### src/rtl/lane_serializer_if.sv
// Handshake bundle for lane_serializer: a LANES-wide input word stream and a
// single-sample output stream carrying last-lane and saturation flags.
interface lane_serializer_if #(
  parameter int LANES      = 2,
  parameter int DATA_WIDTH = 16
);
  logic [LANES*DATA_WIDTH-1:0] in_data;
  logic                        in_valid;
  logic                        in_ready;
  logic [DATA_WIDTH-1:0]       out_data;
  logic                        out_valid;
  logic                        out_ready;
  logic                        out_last;
  logic                        out_sat;

  modport master (
    output in_data, in_valid, out_ready,
    input  in_ready, out_data, out_valid, out_last, out_sat
  );

  modport slave (
    input  in_data, in_valid, out_ready,
    output in_ready, out_data, out_valid, out_last, out_sat
  );
endinterface

### src/rtl/lane_serializer.sv
// Parallel-to-serial stage: takes one word of LANES signed samples and emits
// them oldest-first, one per cycle, with an optional saturating left shift.
module lane_serializer #(
  parameter int LANES      = 2,
  parameter int DATA_WIDTH = 16,
  parameter int SHIFT      = 0
) (
  input  logic             clk,
  input  logic             reset,
  input  logic             en,
  lane_serializer_if.slave bus
);
  localparam int WORD_W = LANES * DATA_WIDTH;
  localparam int IDX_W  = 2;
  localparam int EXT_W  = DATA_WIDTH + SHIFT;
  localparam logic [IDX_W-1:0] LAST_IDX = IDX_W'(LANES - 1);

  typedef enum logic {
    IDLE,
    EMIT
  } state_e;

  state_e                state_q, state_d;
  logic [WORD_W-1:0]     word_q, word_d;
  logic [IDX_W-1:0]      lane_idx_q, lane_idx_d;
  logic [DATA_WIDTH-1:0] out_data_q, out_data_d;
  logic                  out_last_q, out_last_d;
  logic                  out_sat_q, out_sat_d;

  logic                    busy;
  logic                    on_last;
  logic                    in_ready;
  logic                    in_xfer;
  logic                    out_xfer;
  logic [DATA_WIDTH-1:0]   lane_sel;
  logic signed [EXT_W-1:0] shifted;
  logic [SHIFT:0]          head;

  assign busy    = (state_q == EMIT);
  assign on_last = (lane_idx_q == LAST_IDX);

  // Gated by reset so the upstream never sees a ready while the block is held.
  assign in_ready = reset & en & (~busy | (on_last & bus.out_ready));
  assign in_xfer  = bus.in_valid & in_ready;
  assign out_xfer = en & busy & bus.out_ready;

  // NOTE: every signal assigned in an always_comb gets a default first, so no
  // path leaves it unassigned and no latch is inferred.
  always_comb begin
    state_d    = state_q;
    word_d     = word_q;
    lane_idx_d = lane_idx_q;
    case (state_q)
      IDLE: begin
        if (in_xfer) begin
          word_d     = bus.in_data;
          lane_idx_d = '0;
          state_d    = EMIT;
        end
      end
      EMIT: begin
        if (out_xfer) begin
          if (!on_last) begin
            lane_idx_d = lane_idx_q + 1'b1;
          end else if (in_xfer) begin
            word_d     = bus.in_data;
            lane_idx_d = '0;
          end else begin
            state_d = IDLE;
          end
        end
      end
      default: state_d = IDLE;
    endcase
  end

  // Output sample is computed from the next state and registered, so it only
  // moves when the lane pointer or the word actually changes.
  always_comb begin
    lane_sel = word_d[DATA_WIDTH-1:0];
    for (int k = 1; k < LANES; k++) begin
      if (lane_idx_d == IDX_W'(k)) lane_sel = word_d[k*DATA_WIDTH +: DATA_WIDTH];
    end

    shifted = EXT_W'(signed'(lane_sel)) <<< SHIFT;

    // The result fits iff the bits above the output sign bit are all copies of it.
    head      = shifted[EXT_W-1:DATA_WIDTH-1];
    out_sat_d = !((head == '0) || (head == '1));
    if (!out_sat_d) begin
      out_data_d = shifted[DATA_WIDTH-1:0];
    end else if (shifted[EXT_W-1]) begin
      out_data_d = {1'b1, {(DATA_WIDTH-1){1'b0}}};
    end else begin
      out_data_d = {1'b0, {(DATA_WIDTH-1){1'b1}}};
    end

    out_last_d = (state_d == EMIT) && (lane_idx_d == LAST_IDX);
  end

  // NOTE: sequential state uses non-blocking assignments only, so every flop
  // samples the pre-edge value of every other flop regardless of ordering.
  // NOTE: word_q is a plain register feeding out_data, so it is reset along
  // with the rest to give a defined 0 output straight out of reset.
  always_ff @(posedge clk or negedge reset) begin
    if (!reset) begin
      state_q    <= IDLE;
      word_q     <= '0;
      lane_idx_q <= '0;
      out_data_q <= '0;
      out_last_q <= 1'b0;
      out_sat_q  <= 1'b0;
    end else begin
      state_q    <= state_d;
      word_q     <= word_d;
      lane_idx_q <= lane_idx_d;
      out_data_q <= out_data_d;
      out_last_q <= out_last_d;
      out_sat_q  <= out_sat_d;
    end
  end

  assign bus.in_ready  = in_ready;
  assign bus.out_valid = busy;
  assign bus.out_data  = out_data_q;
  assign bus.out_last  = out_last_q;
  assign bus.out_sat   = out_sat_q;

endmodule
### src/flat_wrapper.sv
// flat-port wrapper written by rule: the top's interface ports become plain ports
module lane_serializer_flat 
#(
  parameter int LANES      = 2,
  parameter int DATA_WIDTH = 16,
  parameter int SHIFT      = 0
)
  (clk, reset, en, bus_in_data, bus_in_valid, bus_out_ready, bus_in_ready, bus_out_data, bus_out_valid, bus_out_last, bus_out_sat);
  lane_serializer_if #(.LANES(LANES), .DATA_WIDTH(DATA_WIDTH)) bus_i ();
  input  logic clk;
  input  logic reset;
  input  logic en;
  input wire logic [$bits(bus_i.in_data)-1:0] bus_in_data;
  input wire logic [$bits(bus_i.in_valid)-1:0] bus_in_valid;
  input wire logic [$bits(bus_i.out_ready)-1:0] bus_out_ready;
  output wire logic [$bits(bus_i.in_ready)-1:0] bus_in_ready;
  output wire logic [$bits(bus_i.out_data)-1:0] bus_out_data;
  output wire logic [$bits(bus_i.out_valid)-1:0] bus_out_valid;
  output wire logic [$bits(bus_i.out_last)-1:0] bus_out_last;
  output wire logic [$bits(bus_i.out_sat)-1:0] bus_out_sat;
  assign bus_i.in_data = bus_in_data;
  assign bus_i.in_valid = bus_in_valid;
  assign bus_i.out_ready = bus_out_ready;
  assign bus_in_ready = bus_i.in_ready;
  assign bus_out_data = bus_i.out_data;
  assign bus_out_valid = bus_i.out_valid;
  assign bus_out_last = bus_i.out_last;
  assign bus_out_sat = bus_i.out_sat;
  lane_serializer #(.LANES(LANES), .DATA_WIDTH(DATA_WIDTH), .SHIFT(SHIFT)) u_core (.clk(clk), .reset(reset), .en(en), .bus(bus_i));
endmodule
### config.mk
export PLATFORM = sky130hd
export DESIGN_NAME = lane_serializer_flat
export DESIGN_NICKNAME = d
export VERILOG_FILES = /design/src/rtl/lane_serializer_if.sv /design/src/rtl/lane_serializer.sv /design/src/flat_wrapper.sv
export SDC_FILE = /design/constraint.sdc
export NUM_CORES = 1
export LEC_CHECK = 0
export CAP_MARGIN = 20
export CELL_PAD_IN_SITES_DETAIL_PLACEMENT = 0
export CELL_PAD_IN_SITES_GLOBAL_PLACEMENT = 1
export CORE_ASPECT_RATIO = 1.75
export CORE_MARGIN = 8
export CORE_UTILIZATION = 35
export CTS_CLUSTER_DIAMETER = 30
export DETAILED_ROUTE_END_ITERATION = 16
export PLACE_DENSITY_LB_ADDON = 0.1
export SKIP_LAST_GASP = 1
export SYNTH_ARGS = -nofsm -noshare
export SYNTH_HDL_FRONTEND = slang
export SYNTH_SLANG_ARGS = --single-unit
### constraint.sdc
create_clock -name clk -period 4.1 [get_ports clk]
set_clock_uncertainty 0.05 [all_clocks]
set_input_delay 0.41 -clock clk [delete_from_list [all_inputs] [get_ports clk]]
set_output_delay 0.41 -clock clk [all_outputs]
set_load 0.05 [all_outputs]
Word-level counts from Yosys, hierarchy flattened
Index checks and enable logic that the tools add are counted.
{"block": "word_totals", "register_bits": 52, "input_bits": 37, "output_inout_bits": 20, "elab_cells": 30}
{"block": "classes", "n_addsub": 1, "n_eq_ne": 2, "n_mux": 13, "bitwise": 8, "reduce_logical": 1}
{"operator": "$mux W32", "n": 3}
{"operator": "$pmux W32 S2", "n": 1}
{"operator": "$mux W16", "n": 1}
{"operator": "$and A1 B1 Y1", "n": 6}
{"operator": "$mux W2", "n": 3}
{"operator": "$eq A2 B1 Y1 const B", "n": 2}
{"operator": "$pmux W2 S2", "n": 1}
{"operator": "$mux W1", "n": 3}
{"operator": "$add A2 B1 Y2 const B", "n": 1}
{"operator": "$pmux W1 S2", "n": 1}
{"operator": "$logic_and A1 B1 Y1", "n": 1}
{"operator": "$not A1 Y1", "n": 1}
{"operator": "$or A1 B1 Y1", "n": 1}

Longest topological paths before layout
{"block": "logic_depth", "ltp_word": 11, "mapped_depth": 6, "ltp_nobuf": 4}

Worst setup path before layout
Ideal clock, no wire load.
{"block": "synth_timing", "path_type": "register to register", "from": "register u_core.state_q, in the netlist u_core.bus.out_valid", "to": "register u_core.out_data_q[10], in the netlist u_core.bus.out_data[10]", "setup_time_ns": 0.130, "t_arrival_ns": 1.582, "required_time_ns": 3.920, "path_slack_ns": 2.338, "stages_incl_launch_ff": 7, "n_path_buf": 2, "period_less_slack_ns": 1.762, "path_cell_list": "dfrtp_1 > a31oi_1 > or2_2 > clkbuf_2 > buf_2 > nand2_1 > a31oi_1"}
{"block": "synth_via", "elab_chain_cells": 10, "elab_cells_between_ends": 16, "cone_classes": "eq/ne: 1; mux: 9; bitwise: 6"}
{"item": "start: declaration", "line": "lane_serializer.sv:23", "source": "state_e state_q, state_d;"}
{"item": "start signal: assignment", "line": "lane_serializer.sv:114", "source": "state_q <= state_d;"}
{"item": "$not A1 Y1", "line": "lane_serializer.sv:43, lane_serializer.sv:53"}
{"item": "$or A1 B1 Y1", "line": "lane_serializer.sv:43", "source": "assign in_ready = reset & en & (~busy | (on_last & bus.out_ready));"}
{"item": "$and A1 B1 Y1", "line": "lane_serializer.sv:43"}
{"item": "$and A1 B1 Y1", "line": "lane_serializer.sv:44", "source": "assign in_xfer = bus.in_valid & in_ready;"}
{"item": "$mux W2", "line": "lane_serializer.sv:55, lane_serializer.sv:65"}
{"item": "$mux W2", "line": "lane_serializer.sv:63", "source": "if (!on_last) begin"}
{"item": "$mux W2", "line": "lane_serializer.sv:62", "source": "if (out_xfer) begin"}
{"item": "$pmux W2 S2", "line": "lane_serializer.sv:53", "source": "case (state_q)"}
{"item": "$eq A2 B1 Y1", "line": "lane_serializer.sv:82", "source": "if (lane_idx_d == IDX_W'(k)) lane_sel = word_d[k*DATA_WIDTH +: DATA_WIDTH];"}
{"item": "$mux W16 *", "line": "lane_serializer.sv:82"}
{"item": "named net u_core.lane_sel[10]", "line": "lane_serializer.sv:35", "source": "logic [DATA_WIDTH-1:0] lane_sel;"}
{"item": "end signal: assignment", "line": "lane_serializer.sv:117", "source": "out_data_q <= out_data_d;"}
{"item": "end: declaration", "line": "lane_serializer.sv:26", "source": "logic [DATA_WIDTH-1:0] out_data_q, out_data_d;"}
Mark *: on every way through the listed nets, which the timed path passes. The rest lies on a longest branch.

Worst setup path in the final report
{"block": "layout_timing", "from": "input bus_out_ready", "to": "output bus_in_ready"}
{"block": "layout_via", "elab_chain_cells": 3}
{"item": "start: declaration", "line": "flat_wrapper.sv:15", "source": "input wire logic [$bits(bus_i.out_ready)-1:0] bus_out_ready;"}
{"item": "$and A1 B1 Y1", "line": "lane_serializer.sv:43"}
{"item": "$or A1 B1 Y1", "line": "lane_serializer.sv:43"}
{"item": "$and A1 B1 Y1", "line": "lane_serializer.sv:43"}
{"item": "end: declaration", "line": "flat_wrapper.sv:16", "source": "output wire logic [$bits(bus_i.in_ready)-1:0] bus_in_ready;"}
No other way between the ends.

==> out/results.txt <==
# IOs: 57
Via-to-Cell Ratio: 4.92
Clock-pin slew on the worst setup and hold paths: 80 ps
Initial DRC count: 67
Hpwl dp: 3.54 mm
VDD IR max: 429 µV
Antenna viol nets, final: 0
# DRC: 0
Global route overflow: 0
Setup TNS: 0 ps
Synth Instances: 182
Port buffer count: 55
Yosys top cell by area: dfrtp_1
Final #Nets: 272
Worst-path fanout max: 6
Gr usage total: 0.119
First-pass GRT wire length: 8.23 mm
Clock H-tree levels: 2
Fin crit share: 0.644
MaxCap Viol Count: 0
Die area: 9160 µm²
CTS root buf: clkbuf_8
Syn avg cell area: 12.1 µm²
Slowest cell on crit path: clkdlybuf4s50_1
Async S/R FF share, synth: 1.00
Crit start category: input port
Synth top area share: 0.593
CTS Buf Count: 5
Synth Net Count: 219
Number of synthesized register bits: 52
Synth area leaders: dfrtp_1, mux2_2, nand2_1, a31oi_1, a21oi_1
Critical path arrival: 2180 ps
Worst skew pair latency: 300 ps
Routability cong.: 0.716
Core ar.: 6130 µm²
Main synth FF type: dfrtp_1
Max-slew headroom: 0.566
Min Tclk post-route: 2640 ps
Std-Cell Rows: 38
Area delta synth->final: 31.6%
Fill cells: 554
Clock power frac: 0.154
Max Root-Sink Buffers: 2
Power density over the cells: 773 nW/µm²
TritonRoute pass-1 iters: 4
Least-Margin Pin Slew: 650 ps
Pleak: 1.25 nW
CP bufs+invs: 2
Clock sinks: 52
Max-slew violation count: 0
EDFF count, synth: 0
Net Switching: 888 µW
Antenna violations before repair: 0
Unrepaired setup endpoints after global routing: no
Critical path's top delay family: buffers and inverters
Pin count of the biggest net entering global routing: 57
Share of layout cells above drive strength 1: 0.191
Flop pwr share: 0.390
Initial core utilization: 0.358
Status: complete, no violations
Number of setup buffers added after CTS: 0
Ant diodes: 0
Yosys Warn Count: 0
Total number of vias: 1556
Post-CTS sizing: 0
Die H: 121 µm
Max Clk Rate: 0.378 GHz
HP Class: in2async
Final WL: 5.04 mm
Final setup fails: 0
TritonCTS clock tree: yes
Hold slack final: 420 ps
Fin util: 0.471
Most used cell, CP: clkdlybuf4s50_1
Post-synthesis sequential area ratio: 0.593
Hold Fails Final Rpt: 0
Cts hold-fix bufs: 1
Yosys cell types: 24
Cell Area, Synth: 2190 µm²
Vias in the first global route: 1655
Max incr delay on CP: 800 ps
Critical path required time: 3640 ps
Comb power frac: 0.456
Crit Path Category: in2out
CP Capture Type: output port
Die Width: 75.9 µm
CP cell instances: clkdlybuf4s50_1 -> and3b_1 -> o211a_1 -> clkdlybuf4s50_1
P_int: 1.34 mW
Wirelength per Cell: 15.9 µm
Sw Ratio: 0.398
through the flow:
stage | cells | total power, mW | instance area [µm²] | worst slack, ps
3_3_place_gp | 307 | 1.89 | 2770 | 1480
6_report | 316 | 2.23 | 2890 | 1460
2_1_floorplan | 182 | 1.58 | 2190 | 2340
5_1_grt | 316 | 2.38 | 2890 | 1410
4_1_cts | 316 | 2.27 | 2890 | 1450
3_5_place_dp | 307 | 1.92 | 2770 | 1430
flip-flops by register name, summed over array words and instances, names as in the netlist:
| signal | flops |
|---|---|
| u_core.bus.out_last | 1 |
| u_core.bus.out_data | 16 |
| u_core.lane_idx_q | 2 |
| u_core.word_q | 32 |
| u_core.bus.out_valid | 1 |
worst reg2reg max path: stages, from the launching register on:
cell     delay, ps
dfrtp_1        460
and3b_1        240
o21ai_4        310
buf_4          570
mux2_2         440
cell families after synthesis:
family / after synthesis / synth area share
AO/OA/AOI/OAI: 41 / 0.115
other: 1 / 0.00171
flip-flops: 52 / 0.593
AND/OR/NAND/NOR: 40 / 0.0764
buffers and inverters: 16 / 0.0502
multiplexers: 32 / 0.164
layer usage:
metal	vias up	GRT usage	wire, µm
met2	55	0.205	2630
met4	0	0.0508	100
met1	749	0.133	2000
met3	9	0.0265	314
met5	-	0	0
li1	743	-	-
area by class of cell:
class	count	area [µm²]	share of cell area
sequential	52	1300	0.450
multi-input combinational	114	791	0.274
timing repair buffer	59	578	0.200
tap	80	100	0.0346
clock buffer	6	72.6	0.0251
clock inverter	2	35.0	0.0121
inverter	3	11.3	0.00390
cells in the mapped netlist, types with 2 or more instances:
master   count
dfrtp_1     52
nand2_1     33
mux2_2      32
a21oi_1     17
a31oi_1     17
buf_4        6
buf_2        3
buf_6        3
inv_1        3
o211a_1      2
path summary, 6_finish.rpt:
check	from	end	slack (ps)	cells after the start
worst max-delay path	bus_out_ready	bus_in_ready	1460	4
worst min-delay path	reset	u_core.bus.out_data[0]	420	2
worst max register to register	u_core.lane_idx_q[1]	u_core.word_q[4]	1930	4
worst min register to register	u_core.word_q[17]	u_core.word_q[17]	460	1
max in group asynchronous	reset	u_core.word_q[18]	2770	3
min in group clk	u_core.word_q[17]	u_core.word_q[17]	460	1
cell usage in the layout, fill, tap and decap left out, drive strengths merged, types with 2 or more instances in the layout:
master	n
mux2	32
clkdlybuf4s50	54
buf	4
o21ai	2
nand2	33
dfrtp	52
clkbuf	6
o211a	2
a31oi	17
a21oi	17
inv	3
power by group through the flow:
stage | sequential, mW | clock, mW | combinational (mW)
6_report | 0.871 | 0.343 | 1.02
5_1_grt | 0.901 | 0.376 | 1.10
4_1_cts | 0.873 | 0.358 | 1.04
3_5_place_dp | 0.885 | 0 | 1.03
3_3_place_gp | 0.873 | 0 | 1.01
2_1_floorplan | 1.18 | 0 | 0.409
(Power assumes the default switching activity.)
